**src/rtl/aes_mode_ctrl_if.sv**
```systemverilog
// aes_mode_ctrl_if: ready/valid stream bundle for the mode controller.
//   in_valid / in_ready / in_data    : message blocks into the controller
//   out_valid / out_ready / out_data : result blocks out of the controller
// Modports: master = message source/sink side, slave = controller side.
interface aes_mode_ctrl_if #(
    parameter int unsigned BLOCK_W = 128
) ();
    logic               in_valid;
    logic               in_ready;
    logic [BLOCK_W-1:0] in_data;
    logic               out_valid;
    logic               out_ready;
    logic [BLOCK_W-1:0] out_data;

    modport master (
        output in_valid,
        output in_data,
        output out_ready,
        input  in_ready,
        input  out_valid,
        input  out_data
    );

    modport slave (
        input  in_valid,
        input  in_data,
        input  out_ready,
        output in_ready,
        output out_valid,
        output out_data
    );
endinterface

```
**src/rtl/aes_mode_ctrl.sv**
```systemverilog
// aes_mode_ctrl: ECB / CBC / CTR mode-of-operation controller wrapped around one
// block-cipher core with a start/done handshake. One block in flight at a time.
// Optional core watchdog: define AES_MODE_TIMEOUT_EN.
// Ports:
//   i_clk, i_reset        : clock, synchronous active-high reset
//   i_cfg_*               : configuration, latched on i_cfg_load (IDLE only)
//   if_strm               : input/output block streams (slave modport)
//   o_core_* / i_core_*   : cipher core start/done handshake and data
//   o_busy                : controller not in IDLE
//   o_cfg_err             : sticky configuration / watchdog error
//   o_blk_count           : output blocks completed since the last valid load
module aes_mode_ctrl #(
    parameter int unsigned BLOCK_W = 128,
    parameter int unsigned KEY_W   = 128,
    parameter int unsigned CTR_W   = 32,
    parameter int unsigned CNT_W   = 16,
    parameter int unsigned TIMEOUT = 64
) (
    input  logic               i_clk,
    input  logic               i_reset,
    input  logic               i_cfg_load,
    input  logic [1:0]         i_cfg_mode,
    input  logic               i_cfg_decrypt,
    input  logic [KEY_W-1:0]   i_cfg_key,
    input  logic [BLOCK_W-1:0] i_cfg_iv,
    aes_mode_ctrl_if.slave     if_strm,
    output logic               o_core_start,
    output logic               o_core_decrypt,
    output logic [KEY_W-1:0]   o_core_key,
    output logic [BLOCK_W-1:0] o_core_din,
    input  logic               i_core_done,
    input  logic [BLOCK_W-1:0] i_core_dout,
    output logic               o_busy,
    output logic               o_cfg_err,
    output logic [CNT_W-1:0]   o_blk_count
);
    localparam logic [1:0] ModeCbc = 2'd1;
    localparam logic [1:0] ModeCtr = 2'd2;
    localparam logic [1:0] ModeRsv = 2'd3;

    if (CTR_W == 0 || CTR_W > BLOCK_W || TIMEOUT == 0) begin : g_param_check
        $error("aes_mode_ctrl: CTR_W must be 1..BLOCK_W and TIMEOUT nonzero");
    end

    typedef enum logic [1:0] {StIdle, StStart, StWait, StOut} state_e;

    state_e             r_state, w_state_nxt;
    logic               r_cfg_valid, w_cfg_valid_nxt;
    logic [1:0]         r_mode, w_mode_nxt;
    logic               r_decrypt, w_decrypt_nxt;
    logic [KEY_W-1:0]   r_key, w_key_nxt;
    logic [BLOCK_W-1:0] r_chain, w_chain_nxt;
    logic [BLOCK_W-1:0] r_ctr, w_ctr_nxt;
    logic [BLOCK_W-1:0] r_held_in, w_held_in_nxt;
    logic [BLOCK_W-1:0] r_core_din, w_core_din_nxt;
    logic               r_core_decrypt, w_core_decrypt_nxt;
    logic [BLOCK_W-1:0] r_out_data, w_out_data_nxt;
    logic [CNT_W-1:0]   r_blk_count, w_blk_count_nxt;
    logic               r_cfg_err, w_cfg_err_nxt;
    logic [BLOCK_W-1:0] w_ctr_inc;
    logic               w_in_ready;

`ifdef AES_MODE_TIMEOUT_EN
    localparam int unsigned WdW = $clog2(TIMEOUT + 1);
    logic [WdW-1:0] r_wd_cnt, w_wd_cnt_nxt;
`endif

    // A load in the same cycle as in_valid wins, so the block is not taken.
    assign w_in_ready         = (r_state == StIdle) && r_cfg_valid && !i_cfg_load;
    assign if_strm.in_ready   = w_in_ready;
    assign if_strm.out_valid  = (r_state == StOut);
    assign if_strm.out_data   = r_out_data;
    assign o_core_start       = (r_state == StStart);
    assign o_core_decrypt     = r_core_decrypt;
    assign o_core_key         = r_key;
    assign o_core_din         = r_core_din;
    assign o_busy             = (r_state != StIdle);
    assign o_cfg_err          = r_cfg_err;
    assign o_blk_count        = r_blk_count;

    always_ff @(posedge i_clk) begin
        if (i_reset) begin
            r_state        <= StIdle;
            r_cfg_valid    <= 1'b0;
            r_mode         <= '0;
            r_decrypt      <= 1'b0;
            r_key          <= '0;
            r_chain        <= '0;
            r_ctr          <= '0;
            r_held_in      <= '0;
            r_core_din     <= '0;
            r_core_decrypt <= 1'b0;
            r_out_data     <= '0;
            r_blk_count    <= '0;
            r_cfg_err      <= 1'b0;
        end else begin
            r_state        <= w_state_nxt;
            r_cfg_valid    <= w_cfg_valid_nxt;
            r_mode         <= w_mode_nxt;
            r_decrypt      <= w_decrypt_nxt;
            r_key          <= w_key_nxt;
            r_chain        <= w_chain_nxt;
            r_ctr          <= w_ctr_nxt;
            r_held_in      <= w_held_in_nxt;
            r_core_din     <= w_core_din_nxt;
            r_core_decrypt <= w_core_decrypt_nxt;
            r_out_data     <= w_out_data_nxt;
            r_blk_count    <= w_blk_count_nxt;
            r_cfg_err      <= w_cfg_err_nxt;
        end
    end

`ifdef AES_MODE_TIMEOUT_EN
    always_ff @(posedge i_clk) begin
        if (i_reset) begin
            r_wd_cnt <= '0;
        end else begin
            r_wd_cnt <= w_wd_cnt_nxt;
        end
    end
`endif

    always_comb begin
        w_state_nxt        = r_state;
        w_cfg_valid_nxt    = r_cfg_valid;
        w_mode_nxt         = r_mode;
        w_decrypt_nxt      = r_decrypt;
        w_key_nxt          = r_key;
        w_chain_nxt        = r_chain;
        w_ctr_nxt          = r_ctr;
        w_held_in_nxt      = r_held_in;
        w_core_din_nxt     = r_core_din;
        w_core_decrypt_nxt = r_core_decrypt;
        w_out_data_nxt     = r_out_data;
        w_blk_count_nxt    = r_blk_count;
        w_cfg_err_nxt      = r_cfg_err;
`ifdef AES_MODE_TIMEOUT_EN
        w_wd_cnt_nxt       = r_wd_cnt;
`endif
        // Only the low counter field steps; upper IV bits never see a carry.
        w_ctr_inc              = r_ctr;
        w_ctr_inc[CTR_W-1:0]   = r_ctr[CTR_W-1:0] + CTR_W'(1);

        if (i_cfg_load) begin
            if (r_state != StIdle) begin
                w_cfg_err_nxt = 1'b1;
            end else if (i_cfg_mode == ModeRsv) begin
                w_cfg_valid_nxt = 1'b0;
                w_cfg_err_nxt   = 1'b1;
            end else begin
                w_mode_nxt      = i_cfg_mode;
                w_decrypt_nxt   = i_cfg_decrypt;
                w_key_nxt       = i_cfg_key;
                w_chain_nxt     = i_cfg_iv;
                w_ctr_nxt       = i_cfg_iv;
                w_blk_count_nxt = '0;
                w_cfg_valid_nxt = 1'b1;
                w_cfg_err_nxt   = 1'b0;
            end
        end

        unique case (r_state)
            StIdle: begin
                if (w_in_ready && if_strm.in_valid) begin
                    w_held_in_nxt = if_strm.in_data;
                    case (r_mode)
                        ModeCbc: w_core_din_nxt = r_decrypt ? if_strm.in_data
                                                            : if_strm.in_data ^ r_chain;
                        ModeCtr: w_core_din_nxt = r_ctr;
                        default: w_core_din_nxt = if_strm.in_data;
                    endcase
                    w_core_decrypt_nxt = (r_mode == ModeCtr) ? 1'b0 : r_decrypt;
                    w_state_nxt        = StStart;
                end
            end
            StStart: begin
                w_state_nxt = StWait;
`ifdef AES_MODE_TIMEOUT_EN
                w_wd_cnt_nxt = '0;
`endif
            end
            StWait: begin
                if (i_core_done) begin
                    case (r_mode)
                        ModeCbc: begin
                            if (r_decrypt) begin
                                w_out_data_nxt = i_core_dout ^ r_chain;
                                w_chain_nxt    = r_held_in;
                            end else begin
                                w_out_data_nxt = i_core_dout;
                                w_chain_nxt    = i_core_dout;
                            end
                        end
                        ModeCtr: begin
                            w_out_data_nxt = i_core_dout ^ r_held_in;
                            w_ctr_nxt      = w_ctr_inc;
                        end
                        default: w_out_data_nxt = i_core_dout;
                    endcase
                    w_state_nxt = StOut;
                end
`ifdef AES_MODE_TIMEOUT_EN
                else if (r_wd_cnt == WdW'(TIMEOUT - 1)) begin
                    // Core hung: drop the block and force a reload.
                    w_state_nxt     = StIdle;
                    w_cfg_err_nxt   = 1'b1;
                    w_cfg_valid_nxt = 1'b0;
                end else begin
                    w_wd_cnt_nxt = r_wd_cnt + WdW'(1);
                end
`endif
            end
            StOut: begin
                if (if_strm.out_ready) begin
                    w_blk_count_nxt = r_blk_count + CNT_W'(1);
                    w_state_nxt     = StIdle;
                end
            end
        endcase
    end
endmodule

```
**src/flat_wrapper.sv**
```systemverilog
// flat-port wrapper written by rule: the top's interface ports become plain ports
module aes_mode_ctrl_flat 
#(
    parameter int unsigned BLOCK_W = 128,
    parameter int unsigned KEY_W   = 128,
    parameter int unsigned CTR_W   = 32,
    parameter int unsigned CNT_W   = 16,
    parameter int unsigned TIMEOUT = 64
)
  (i_clk, i_reset, i_cfg_load, i_cfg_mode, i_cfg_decrypt, i_cfg_key, i_cfg_iv, o_core_start, o_core_decrypt, o_core_key, o_core_din, i_core_done, i_core_dout, o_busy, o_cfg_err, o_blk_count, if_strm_in_valid, if_strm_in_data, if_strm_out_ready, if_strm_in_ready, if_strm_out_valid, if_strm_out_data);
  aes_mode_ctrl_if #(.BLOCK_W(BLOCK_W)) if_strm_i ();
  input  logic i_clk;
  input  logic i_reset;
  input  logic i_cfg_load;
  input  logic [1:0] i_cfg_mode;
  input  logic i_cfg_decrypt;
  input  logic [KEY_W-1:0] i_cfg_key;
  input  logic [BLOCK_W-1:0] i_cfg_iv;
  output logic o_core_start;
  output logic o_core_decrypt;
  output logic [KEY_W-1:0] o_core_key;
  output logic [BLOCK_W-1:0] o_core_din;
  input  logic i_core_done;
  input  logic [BLOCK_W-1:0] i_core_dout;
  output logic o_busy;
  output logic o_cfg_err;
  output logic [CNT_W-1:0] o_blk_count;
  input wire logic [$bits(if_strm_i.in_valid)-1:0] if_strm_in_valid;
  input wire logic [$bits(if_strm_i.in_data)-1:0] if_strm_in_data;
  input wire logic [$bits(if_strm_i.out_ready)-1:0] if_strm_out_ready;
  output wire logic [$bits(if_strm_i.in_ready)-1:0] if_strm_in_ready;
  output wire logic [$bits(if_strm_i.out_valid)-1:0] if_strm_out_valid;
  output wire logic [$bits(if_strm_i.out_data)-1:0] if_strm_out_data;
  assign if_strm_i.in_valid = if_strm_in_valid;
  assign if_strm_i.in_data = if_strm_in_data;
  assign if_strm_i.out_ready = if_strm_out_ready;
  assign if_strm_in_ready = if_strm_i.in_ready;
  assign if_strm_out_valid = if_strm_i.out_valid;
  assign if_strm_out_data = if_strm_i.out_data;
  aes_mode_ctrl #(.BLOCK_W(BLOCK_W), .KEY_W(KEY_W), .CTR_W(CTR_W), .CNT_W(CNT_W), .TIMEOUT(TIMEOUT)) u_core (.i_clk(i_clk), .i_reset(i_reset), .i_cfg_load(i_cfg_load), .i_cfg_mode(i_cfg_mode), .i_cfg_decrypt(i_cfg_decrypt), .i_cfg_key(i_cfg_key), .i_cfg_iv(i_cfg_iv), .if_strm(if_strm_i), .o_core_start(o_core_start), .o_core_decrypt(o_core_decrypt), .o_core_key(o_core_key), .o_core_din(o_core_din), .i_core_done(i_core_done), .i_core_dout(i_core_dout), .o_busy(o_busy), .o_cfg_err(o_cfg_err), .o_blk_count(o_blk_count));
endmodule
```
**config.mk**
```make
export PLATFORM = sky130hd
export DESIGN_NAME = aes_mode_ctrl_flat
export DESIGN_NICKNAME = d
export VERILOG_FILES = /design/src/rtl/aes_mode_ctrl_if.sv /design/src/rtl/aes_mode_ctrl.sv /design/src/flat_wrapper.sv
export SDC_FILE = /design/constraint.sdc
export NUM_CORES = 2
export LEC_CHECK = 0
export CORE_AREA = 3 3 358 360
export CTS_CLUSTER_DIAMETER = 150
export DETAILED_ROUTE_END_ITERATION = 6
export DIE_AREA = 0 0 361 363
export GPL_ROUTABILITY_DRIVEN = 0
export PLACE_DENSITY = 0.6
export SETUP_SLACK_MARGIN = 0.15
export SYNTH_ARGS = -nofsm -noshare
export SYNTH_HDL_FRONTEND = slang
export SYNTH_SLANG_ARGS = --single-unit
export TNS_END_PERCENT = 5
```
**constraint.sdc**
```tcl
create_clock -name i_clk -period 2.5 [get_ports i_clk]
set_input_delay 0.375 -clock i_clk [delete_from_list [all_inputs] [get_ports i_clk]]
set_output_delay 0.375 -clock i_clk [all_outputs]
set_load 0.02 [all_outputs]
```
# Yosys cells after proc, flatten, opt, wreduce, memory -nomap -nowiden
# Cells that the tools add are included.
[totals]
register_bits = 792
out_inout_bits = 406
in_bits = 521
wordCells = 72
[classes]
bitwise_logic = 5
eq_ne = 10
n_addsub = 2
n_reduce_logical = 11
muxes = 30
[ops]
columns = ["cell", "count"]
rows = [
  ["2-to-1 mux 128 bit", 15],
  ["one-hot mux 128 bit (2 select lines)", 2],
  ["bitwise XOR 128 bit", 3],
  ["2-to-1 mux 16 bit", 5],
  ["adder 32 x 1 -> 32 bit, second input constant", 1],
  ["adder 16 x 1 -> 16 bit, second input constant", 1],
  ["equality test 2 bit, second input constant", 4],
  ["one-hot mux 2 bit (4 select lines)", 1],
  ["2-to-1 mux 2 bit", 3],
  ["!= test 2 bit, second input constant", 3],
  ["AND reduction 2 bit", 3],
  ["AND reduction 3 bit", 2],
  ["equality test 2 x 1 -> 1 bit, second input constant", 2],
  ["2-to-1 mux 1 bit", 4],
  ["logical AND 1 bit", 3],
  ["!= test 3 bit, second input constant", 1],
  ["logical NOT 2 bit", 1],
  ["inverter 1 bit", 2],
  ["nonzero test 2 bit", 1],
  ["logical NOT 1 bit", 1],
]

# Longest topological paths before layout
[logic_depth]
word_depth = 7
ltp_mapped = 10
ltp_nobuf = 7

# Worst setup path after synthesis
# Ideal clock, no wire load.
[synth_path]
kind = "flip-flop to flip-flop"
start = "reg u_core.r_mode[0]"
end = "reg u_core.r_core_din[10], in the netlist u_core.o_core_din[10]"
t_required_ps = 2384
path_slack_ps = 539
stages_incl_launch_ff = 10
setup_ps = 116
arrival_time_ps = 1845
period_less_slack_ps = 1961
n_path_buf = 4
cell_sequence = "dfxtp_1 -> inv_1 -> ha_1 -> buf_2 -> clkbuf_1 -> clkbuf_1 -> buf_1 -> o22ai_1 -> nor2_1 -> nor2_1"
[synth_via]
elab_chain_cells = 2
elab_cells_between_ends = 3
cone_classes = "eq/ne (2); mux (1)"
[synth_rtl]
columns = ["element", "line_no", "text"]
rows = [
  ["from (decl)", "aes_mode_ctrl.sv:49", "logic [1:0] r_mode, w_mode_nxt;"],
  ["from (signal assigned)", "aes_mode_ctrl.sv:99", "r_mode <= w_mode_nxt;"],
  ["equality test 2 bit or equality test 2 x 1 -> 1 bit (tied branches)", "aes_mode_ctrl.sv:166", "case (r_mode)"],
  ["one-hot mux 128 bit (2 select lines) *", "aes_mode_ctrl.sv:166", ""],
  ["to (signal assigned)", "aes_mode_ctrl.sv:105", "r_core_din <= w_core_din_nxt;"],
  ["to (decl)", "aes_mode_ctrl.sv:55", "logic [BLOCK_W-1:0] r_core_din, w_core_din_nxt;"],
]
# Mark *: on every way between the ends. The rest lies on a longest branch, timed or not.
# A chain may end at the register's enable or synchronous reset.

# Final worst setup path
[layout_path]
start = "reg u_core.r_state[0]"
end = "out if_strm_in_ready"
[layout_via]
elab_chain_cells = 3
[layout_rtl]
columns = ["element", "line_no", "text"]
rows = [
  ["from (decl)", "aes_mode_ctrl.sv:47", "state_e r_state, w_state_nxt;"],
  ["from (signal assigned)", "aes_mode_ctrl.sv:83", "r_state <= StIdle;"],
  ["from (signal assigned)", "aes_mode_ctrl.sv:97", "r_state <= w_state_nxt;"],
  ["logical NOT 2 bit", "aes_mode_ctrl.sv:69", "assign w_in_ready = (r_state == StIdle) && r_cfg_valid && !i_cfg_load;"],
  ["logical AND 1 bit (2 in series)", "aes_mode_ctrl.sv:69", ""],
  ["to (decl)", "flat_wrapper.sv:31", "output wire logic [$bits(if_strm_i.in_ready)-1:0] if_strm_in_ready;"],
]
# Every way passes these cells.

==> metrics.sh <==
MAX-CLOCK-PATH-BUFFERS=3
GR-TOTAL-OVERFLOW=0
ROOT_BUFFER_CELL='clkbuf_16'
FILLERS=12487
HOLD_PATH.CLASS='input pin to flop'
POST_PLACEMENT_CELL_AREA_SQ_MM=0.0515
FIN_NETS=6532
DESIGN_POWER_mW=43.7
SETUP_TNS_NS=0
DETAILROUTE.VIA_COUNT=42575
POWER.SHARE.SEQUENTIAL=0.347
WIRE_LENGTH_OF_THE_FIRST_GLOBAL_ROUTING_PASS_MM=260
SYNTH_EDF_COUNT=0
SITE_ROWS=130
ROUTED_WL_MM=177
FIRST_GLOBAL_VIAS=39710
SYNTHTOPCELLSBYAREA='dfxtp_1 40%, nand2_1 11%, a21oi_1 8.0%'
POST-ROUTE-UTIL=0.438
CTS_TREE='yes'
ANTENNA_FOUND_INITIAL=51
DESIGN.DIE.AREA_SQ_MM=0.131
PIN_COUNT_OF_THE_BIGGEST_NET_ENTERING_GLOBAL_ROUTING=176
YOSYS.AREA.TOP_TYPE='dfxtp_1'
HOLD-PATH-ENDPOINT='u_core.r_held_in[25]$_SDFFE_PP0P_'
FIN_WS_NS=0.119
FF2FF_PATH_DEPTH=8
REMAINING_DRC_ERRORS=0
CTS_POST_SETUP_BUFFERS_INSERTED=0
YOSYS.AREA.TOP_TYPE_SHARE=0.401
YOSYS_WARNINGS=0
GRT_SETUP_UNREPAIRED='true'
COREAREA_SQ_MM=0.125
POWER_REPORT.INTERNAL_TOTAL_mW=28.4
DRV_CAP=0
INSERTION_DELAY_NS=0.70
TIMING.CRITICAL_PATH.FANOUT_MAX=4
SWSHARE=0.350
PATH_CLASS='flop to output port'
SYNTH-MAIN-FF-CELL='dfxtp_1'
SMALLEST_HOLD_SLACK_NS=0.0653
POST-PLACE-CELLS=7556
INITIAL_UTILIZATION=0.315
POSTSYNTHAREAPERCELL_SQ_UM=7.48
DIE-WIDTH_UM=361
LAYOUT-DRIVE-GT1-SHARE=0.0645
CRITICAL_PATH.REG2REG.ENDPOINT='u_core.if_strm.out_data[93]$_SDFFE_PP0P_'
HOLD-PATH-CELL-COUNT=2
SETUP_SLACK_AFTER_PLACEMENT_NS=0.0552
FRACTION_OF_REGISTERS_WITH_ASYNC_SET_OR_RESET_AFTER_SYNTHESIS=0
FINAL_ANTENNA_NET_COUNT=0
CLOCK_SINKS=792
SEQ_TOTAL_AREA_YOSYS=0.401
CLK_PIN_SLEW_WORST_PATHS_NS=0.06
ROUTE.DETAILED.VIAS_PER_INST=5.49
CRITICAL_PATH.STARTPOINT_TYPE='flop'
POWER.SHARE.CLOCK=0.339
CELLPOWERDENSITY_mW_PER_MM2=797
PIN_COUNT=927
AREA_GROWTH_SYN_TO_LAYOUT_PCT=38.9
SYNTH_FP_NETS=5816
OUTCOME='finished, final reports clean'
FP.DIEH_UM=363
WL_PER_CELL_UM=22.8
VDD_IR_DROP_MAX_uV=508
SYNTH.LIB_CELLS_USED.DISTINCT=60
CTS_HTREE_LEVELS=3
TIMING.FINAL.SETUP_VIOLATIONS=0
TRITONCTS.NUM_BUFFERS=94
FINAL-MAX-SLEW-VIOLATION-COUNT=0
DRT_FIRST_PASS_ITERS=6
RELSLEWSLACK=0.322
TIMING.FINAL.CRIT_PERIOD_NS=2.38
IO_BUFFER_COUNT=926
POST_SYNTH_INSTANCE_AREA_SQ_MM=0.0395
FINALHOLDVIOLCOUNT=0
CP_DATA_REQUIRED_TIME_NS=2.12
WORST_SETUP_PATH_END_KIND='output port'
DR.FIRST_ITER.DRC_COUNT=4238
CELLLEAKAGEPOWER_nW=18.1
GLOBAL_ROUTE.USAGE.TOTAL=0.255
FINALINSTANCEAREA_SQ_MM=0.0549
MOST_COMMON_LIBRARY_CELL_IN_THE_LAYOUT_IGNORING_FILL_AND_TAPS='nand2_1'
HPWLAFTERDP_MM=126
SWITCHINGPOWER_mW=15.3
CP_DATA_ARRIVAL_TIME_NS=2.01
POSTSYNTHREGISTERBITS=792
R2R_START='u_core.r_mode[0]$_SDFFE_PP0P_'
TIGHTESTPINTRANSITION_NS=1.02
MOSTFREQUENTLAYOUTCELLS='1193 x nand2_1, 920 x clkdlybuf4s50_1, 790 x dfxtp_1'
MIN-DELAY-START='i_reset'
WORST-R2R-SETUP-SLACK_NS=0.24
FINAL_CELL_COUNT_NO_FILL=7749
PROPORTION_OF_POWER_DRAWN_BY_COMBINATIONAL_GATES=0.314
MAX_FREQ_MHz=420
FINAL.SETUP_SKEW_NS=0.0389
FINALCRITPERIODSHARE=0.952
SYNTHESIS.INSTANCES=5286
power by group through the flow:
| stage | combinational, mW | clock [mW] | sequential, mW |
|---|---|---|---|
| 6_report | 13.7 | 14.8 | 15.2 |
| 5_1_grt | 14.8 | 15.6 | 15.3 |
| 4_1_cts | 13.7 | 15.1 | 15.1 |
| 3_5_place_dp | 13.7 | 0 | 15.4 |
| 3_3_place_gp | 13.6 | 0 | 15.3 |
| 2_1_floorplan | 6.81 | 0 | 15.9 |
kinds of logic after synthesis:
group	Yosys count	share of synthesized area
AO/OA/AOI/OAI	1599	0.275
XOR/XNOR	75	0.0166
adder cells (fa/ha/maj)	9	0.00285
buffers and inverters	704	0.0698
flip-flops	792	0.401
multiplexers	1	0.000253
AND/OR/NAND/NOR	2106	0.234
per-layer routing:
| metal | wire length, um | track usage | vias up |
|---|---|---|---|
| met4 | 4970 | 0.0774 | 44 |
| met1 | 75900 | 0.342 | 20395 |
| met3 | 16500 | 0.0688 | 285 |
| met2 | 78900 | 0.398 | 1767 |
| met5 | 299 | 0 | - |
| li1 | - | - | 20084 |
timing repair:
action	in CTS	in global routing
gates resized for setup	10	1
endpoints found under the setup margin	10	22
hold buffers	0	0
endpoints found under the hold margin	0	0
sequential cells by signal, summed over array words and instances (netlist names), 2 cells and up:
signal / flops
u_core.o_core_key: 128
u_core.r_state: 2
u_core.o_blk_count: 16
u_core.r_mode: 2
u_core.r_held_in: 128
u_core.if_strm.out_data: 128
u_core.o_core_din: 128
u_core.r_chain: 128
u_core.r_ctr: 128
synth_stat cells, drive strengths merged (132+ instances only):
master / instances
nand2b: 191
dfxtp: 792
a311oi: 132
nor2: 303
a211oi: 262
inv: 202
nor3: 143
a21oi: 631
a22oi: 132
clkbuf: 383
a221o: 191
nand2: 1196
worst max-delay path by stage:
stage                                         end                            from  cells past startpoint
4_1_cts                          if_strm_in_ready  u_core.r_state[0]$_SDFFE_PP0P_                      5
3_3_place_gp   u_core.o_core_key[65]$_SDFFE_PP0P_                   i_cfg_mode[0]                      7
3_5_place_dp        u_core.r_chain[96]$_SDFF_PP0_                      i_cfg_load                      7
5_1_grt                          if_strm_in_ready  u_core.r_state[1]$_SDFFE_PP0P_                      5
2_1_floorplan  u_core.o_core_din[10]$_SDFFE_PP0P_   u_core.r_mode[0]$_SDFFE_PP0P_                      9
6_report                         if_strm_in_ready  u_core.r_state[0]$_SDFFE_PP0P_                      5
final cells by class:
type / count / area (sq um) / share of cell area
antenna: 20 / 50.0 / 0.000912
clock buffer: 143 / 2880 / 0.0524
clock inverter: 30 / 475 / 0.00866
inverter: 202 / 758 / 0.0138
multi-input combinational: 3790 / 21000 / 0.383
sequential: 792 / 15900 / 0.289
tap: 1650 / 2060 / 0.0376
timing repair buffer: 1122 / 11800 / 0.215
worst max-delay path, stage by stage, from the launching register on:
cell and delay [ns]:
dfxtp_2 0.34, inv_1 0.14, ha_4 0.21, and3b_1 0.22, buf_12 0.12, clkdlybuf4s15_2 0.28
No activity file was read; power rests on OpenSTA's default activity.
